===== src/rtl/sseg_pkg.sv =====
// Shared seven-segment constants: active-low glyph table, blank/off patterns and anode select helper.
package sseg_pkg;

    localparam logic [6:0] SEG_BLANK = 7'h7F;
    localparam logic [3:0] AN_OFF    = 4'b1111;

    // Active-low {g,f,e,d,c,b,a}; entry [n] is the glyph for hex digit n (b and d lower case).
    localparam logic [15:0][6:0] SEG_GLYPH = {
        7'h0E, 7'h06, 7'h21, 7'h46,   // F E d C
        7'h03, 7'h08, 7'h10, 7'h00,   // b A 9 8
        7'h78, 7'h02, 7'h12, 7'h19,   // 7 6 5 4
        7'h30, 7'h24, 7'h79, 7'h40    // 3 2 1 0
    };

    function automatic logic [3:0] an_for_digit(input logic [1:0] idx);
        return ~(4'b0001 << idx);
    endfunction

endpackage


===== src/rtl/seven_seg_hex.sv =====
// Hex nibble to active-low seven-segment glyph decoder.
module seven_seg_hex
    import sseg_pkg::*;
(
    input  logic [3:0] nibble,
    output logic [6:0] seg
);

    assign seg = SEG_GLYPH[nibble];

endmodule


===== src/rtl/seven_seg_scan.sv =====
// Four-digit multiplexed seven-segment scanner with tear-free frame-boundary updates and per-slot blanking.
// Optional build macro SSEG_LEADING_ZERO_BLANK_EN suppresses leading-zero digits (digit 0 always lit).
module seven_seg_scan
    import sseg_pkg::*;
#(
    parameter int unsigned REFRESH_DIV  = 100000,
    parameter int unsigned BLANK_CYCLES = 1000
) (
    input  logic        clk,
    input  logic        reset_n,
    input  logic [15:0] value,
    input  logic [3:0]  dp_mask,
    input  logic        load,
    output logic [6:0]  seg,
    output logic [3:0]  an,
    output logic        dp
);

    localparam int unsigned PW = (REFRESH_DIV > 1) ? $clog2(REFRESH_DIV) : 1;

    logic [PW-1:0] prescaler;
    logic [1:0]    index;
    logic          tick;
    logic          frame_end;
    logic          blanking;
    logic          digit_lit;

    logic [15:0]   pending_value;
    logic [3:0]    pending_dp;
    logic [15:0]   display_value;
    logic [3:0]    display_dp;

    logic [3:0]    cur_nibble;
    logic [6:0]    glyph;
    logic [6:0]    seg_next;
    logic [3:0]    an_next;
    logic          dp_next;

    assign tick      = (prescaler == PW'(REFRESH_DIV - 1));
    assign frame_end = tick && (index == 2'd3);
    assign blanking  = (prescaler < PW'(BLANK_CYCLES));

    always_ff @(posedge clk or negedge reset_n) begin
        if (!reset_n) begin
            prescaler <= '0;
            index     <= '0;
        end else begin
            if (tick) begin
                prescaler <= '0;
                index     <= index + 2'd1;
            end else begin
                prescaler <= prescaler + PW'(1);
            end
        end
    end

    // A load landing on the frame boundary bypasses pending so it is shown in the very next frame.
    always_ff @(posedge clk or negedge reset_n) begin
        if (!reset_n) begin
            pending_value <= '0;
            pending_dp    <= '0;
            display_value <= '0;
            display_dp    <= '0;
        end else begin
            if (load) begin
                pending_value <= value;
                pending_dp    <= dp_mask;
            end
            if (frame_end) begin
                display_value <= load ? value   : pending_value;
                display_dp    <= load ? dp_mask : pending_dp;
            end
        end
    end

    assign cur_nibble = display_value[{index, 2'b00} +: 4];

    seven_seg_hex u_hex (
        .nibble (cur_nibble),
        .seg    (glyph)
    );

`ifdef SSEG_LEADING_ZERO_BLANK_EN
    // upper_nz[i]: nibble i or any higher nibble is non-zero; digit 0 is forced lit.
    logic [3:0] upper_nz;

    always_comb begin
        upper_nz    = '0;
        upper_nz[3] = |display_value[15:12];
        upper_nz[2] = upper_nz[3] | (|display_value[11:8]);
        upper_nz[1] = upper_nz[2] | (|display_value[7:4]);
        upper_nz[0] = 1'b1;
        digit_lit   = upper_nz[index] | display_dp[index];
    end
`else
    assign digit_lit = 1'b1;
`endif

    always_comb begin
        an_next  = AN_OFF;
        seg_next = SEG_BLANK;
        dp_next  = 1'b1;
        if (!blanking && digit_lit) begin
            an_next  = an_for_digit(index);
            seg_next = glyph;
            dp_next  = ~display_dp[index];
        end
    end

    always_ff @(posedge clk or negedge reset_n) begin
        if (!reset_n) begin
            an  <= AN_OFF;
            seg <= SEG_BLANK;
            dp  <= 1'b1;
        end else begin
            an  <= an_next;
            seg <= seg_next;
            dp  <= dp_next;
        end
    end

endmodule


===== config.mk =====
export PLATFORM = sky130hd
export DESIGN_NAME = seven_seg_scan
export DESIGN_NICKNAME = d
export VERILOG_FILES = /design/src/rtl/sseg_pkg.sv /design/src/rtl/seven_seg_hex.sv /design/src/rtl/seven_seg_scan.sv
export SDC_FILE = /design/constraint.sdc
export NUM_CORES = 1
export LEC_CHECK = 0
export CAP_MARGIN = 20
export CORE_AREA = 2 2 108 110
export CTS_BUF_LIST = sky130_fd_sc_hd__clkbuf_4 sky130_fd_sc_hd__clkbuf_8
export DETAILED_ROUTE_END_ITERATION = 8
export DIE_AREA = 0 0 110 112
export GPL_ROUTABILITY_DRIVEN = 1
export REMOVE_ABC_BUFFERS = 1
export SETUP_SLACK_MARGIN = 0.3
export SYNTH_ARGS = -nofsm -noshare
export SYNTH_HDL_FRONTEND = slang
export SYNTH_HIERARCHICAL = 1
export SYNTH_SLANG_ARGS = --single-unit

===== constraint.sdc =====
create_clock -name clk -period 2.3 [get_ports clk]
set_input_delay 0.46 -clock clk [delete_from_list [all_inputs] [get_ports clk]]
set_output_delay 0.46 -clock clk [all_outputs]
set_load 0.1 [all_outputs]

==> run summary <==
Syn Inst Count -> 238
Leak -> 1.79 nW
Final setup viols -> 0
Yosys cell types -> 36
CTS H-tree lvls -> 3
critical path class -> reg -> reg
Horiz. Die Dim -> 110 um
Seq/Total Area, Yosys -> 0.546
Inserted Diodes -> 0
f_max -> 497 MHz
Starting Density -> 0.294
Synthesis Warnings -> 6
max-cap violations -> 0
Sw Pwr -> 0.555 mW
commonest non-fill, non-tap cells in the layout -> 57 x dfrtp_1, 29 x buf_4, 21 x mux2_2, 21 x clkdlybuf4s50_1, 20 x mux2_4
Clock Path Buffers -> 2
Reg power frac -> 0.553
DRT iter0 DRCs -> 66
worst r2r dst -> seg[3]
post-route ant nets -> 0
top post-synthesis cells by area -> dfrtp_1 45%, dfstp_2 9.6%, mux2_4 9.1%, mux2_2 7.2%, ha_1 4.6%
share of layout cells above drive strength 1 -> 0.425
dpl hpwl -> 3920 um
Hold Vio Cnt, Final -> 0
CTS buffer count -> 9
clock root buffer -> clkbuf_8
Yosys top cell area share -> 0.450
DIE AREA -> 12300 um^2
RR Startpoint -> index[0]
GPL Wtd Cong -> 0.768
Hold Path Class -> in -> async
DR pass1 iterations -> 4
DR vias/cell -> 4.32
period utilization -> 0.875
port buffer count -> 34
Clock Skews -> 0.00745 ns
launch point of the worst path -> index[0]
Mapped Area -> 3280 um^2
Synth area leader -> dfrtp_1
clock sink count -> 71
Rows -> 39
Max VDD drop -> 0.000238 V
initial antenna violation count -> 0
Nets -> 331
worst path required time -> 2.57 ns
Die H -> 112 um
worst reg-to-reg setup slack -> 0.29 ns
pre-CTS setup slack -> 0.0484 ns
total gr overflow -> 0
Worst-path clk slew -> 0.07 ns
vias in the first global route -> 2029
internal power -> 1.83 mW
Final Slew Violations -> 0
RSZ-0062 raised after global routing -> yes
WL/cell -> 13.0 um
crit path capture -> seg[3]
post-route minimum period -> 2.01 ns
Comb power frac -> 0.093
clock share of power -> 0.354
Setup crit end kind -> register
Worst Path Max Fanout -> 4
vias -> 1917
outcome -> finished, final reports clean
I/O pin count -> 35
Tightest Pin Transition -> 0.378 ns
Pwr Density -> 575 nW/um^2
first-pass GRT wire length -> 9740 um
CP Launch Type -> register
CTS tree -> built
final setup margin -> 0.288 ns
largest net degree at the start of global routing -> 72
crit path DAT -> 2.28 ns
Seq cells post-synth -> 71
Avg Synthesized Cell Area -> 13.8 um^2
detailed-route DRC error count -> 0
Area growth syn-to-layout -> 26.4%
core area -> 11200 um^2
Tot GR Track Use -> 0.103
switch share -> 0.232
Rel. slew slack -> 0.748
DRT Wirelength -> 5780 um
worst skew pair latency -> 0.34 ns
Total Power -> 2.39 mW
commonest non-fill, non-tap cell in the layout -> dfrtp_1
post-layout utilization of the core -> 0.372
R2R cell count -> 7
==> metal layers <==
metal / up-vias / global-route usage / wire length, um
li1: 942 / - / -
met1: 933 / 0.139 / 2780
met2: 34 / 0.153 / 2660
met4: 0 / 0.0329 / 72
met5: - / 0 / 0
met3: 8 / 0.0375 / 270
==> cell type report <==
type,instances,area [um^2]
fillers,1066,7020
flip-flops and latches,71,1790
multi-input cells,151,1470
repair buffers,56,515
well taps,143,179
clock buffers,10,131
clock inverters,6,37.5
inverters,7,28.8
==> synthesized netlist by cell type <==
master    number
or3b_1         1
nand2b_1       8
or4bb_1        1
or4_4          1
clkbuf_1       4
nor4_1         2
a22o_1         2
nand2_1       13
mux4_1         1
o21ai_0        4
mux2i_1        5
dfstp_2       12
mux2_2        21
and2b_2        1
xor2_1         4
nor3_1         5
or3_1          1
nand3_1        5
nor4_4         1
nand2_2        1
ha_1          12
inv_1          7
dfrtp_1       59
o31ai_1        1
buf_2          2
buf_6          3
or4_1          1
a32o_1         1
nor2_1        16
nand4_1        4
mux4_2         5
xnor2_1       10
nand4b_1       1
mux2_4        20
nor2b_1        1
a21oi_1        2
==> state kept, by name, summed over array words and instances (netlist names), 2 cells and up <==
register / cells
prescaler: 17
display_value: 16
pending_dp: 4
seg: 7
display_dp: 4
index: 2
pending_value: 16
an: 4
==> how the worst min path moves through the flow <==
stage / cells after the start / start / to / slack (ns)
global route: 2 / reset_n / prescaler[12] / 0.15
floorplan: 0 / reset_n / display_dp[0] / 0.16
finish: 2 / reset_n / prescaler[13] / 0.13
global placement: 1 / pending_value[5] / pending_value[5] / 0.48
CTS: 2 / reset_n / prescaler[14] / 0.15
detailed placement: 1 / pending_value[5] / pending_value[5] / 0.49
==> metrics by stage <==
| step | area [um^2] | instances | hold WS, ns | TNS [ns] |
|---|---|---|---|---|
| CTS | 4090 | 439 | 0.147 | 0 |
| detailed placement | 3810 | 415 | 0.485 | 0 |
| floorplan | 3220 | 229 | 0.164 | -3.77 |
| global route | 4150 | 444 | 0.154 | 0 |
| global placement | 3810 | 415 | 0.480 | 0 |
| finish | 4150 | 444 | 0.133 | 0 |
==> power by group through the flow <==
stage	logic [mW]	clock network (mW)	registers [mW]
2_1_floorplan	0.113	0	1.34
3_3_place_gp	0.204	0	1.34
3_5_place_dp	0.206	0	1.34
4_1_cts	0.222	0.883	1.32
5_1_grt	0.246	0.947	1.33
6_report	0.222	0.844	1.32
==> kinds of logic (layout without fill, tap and decap cells) <==
family,count (synthesis),count (layout),share of synthesized area
flip-flops,71,71,0.546
AND/OR/NAND/NOR,63,63,0.104
multiplexers,52,52,0.221
buffers and inverters,16,79,0.0259
XOR/XNOR,14,14,0.0373
adder cells (fa/ha/maj),12,12,0.0457
AO/OA/AOI/OAI,10,10,0.0198
==> critical path, stage by stage, from the launching register on <==
cell and delay [ns]:
dfrtp_2 0.42, mux4_2 0.54, inv_2 0.11, buf_6 0.13
ha_4 0.13, inv_2 0.03, mux4_2 0.44, nand2b_4 0.14
==> what timing repair did <==
action                                  4_1_cts  5_1_grt
resized for setup                            13        8
buffers inserted                              8        5
hold buffers                                  0        0
endpoints found under the setup margin       26       25
pin swaps                                     3        2
(Power assumes the default switching activity.)
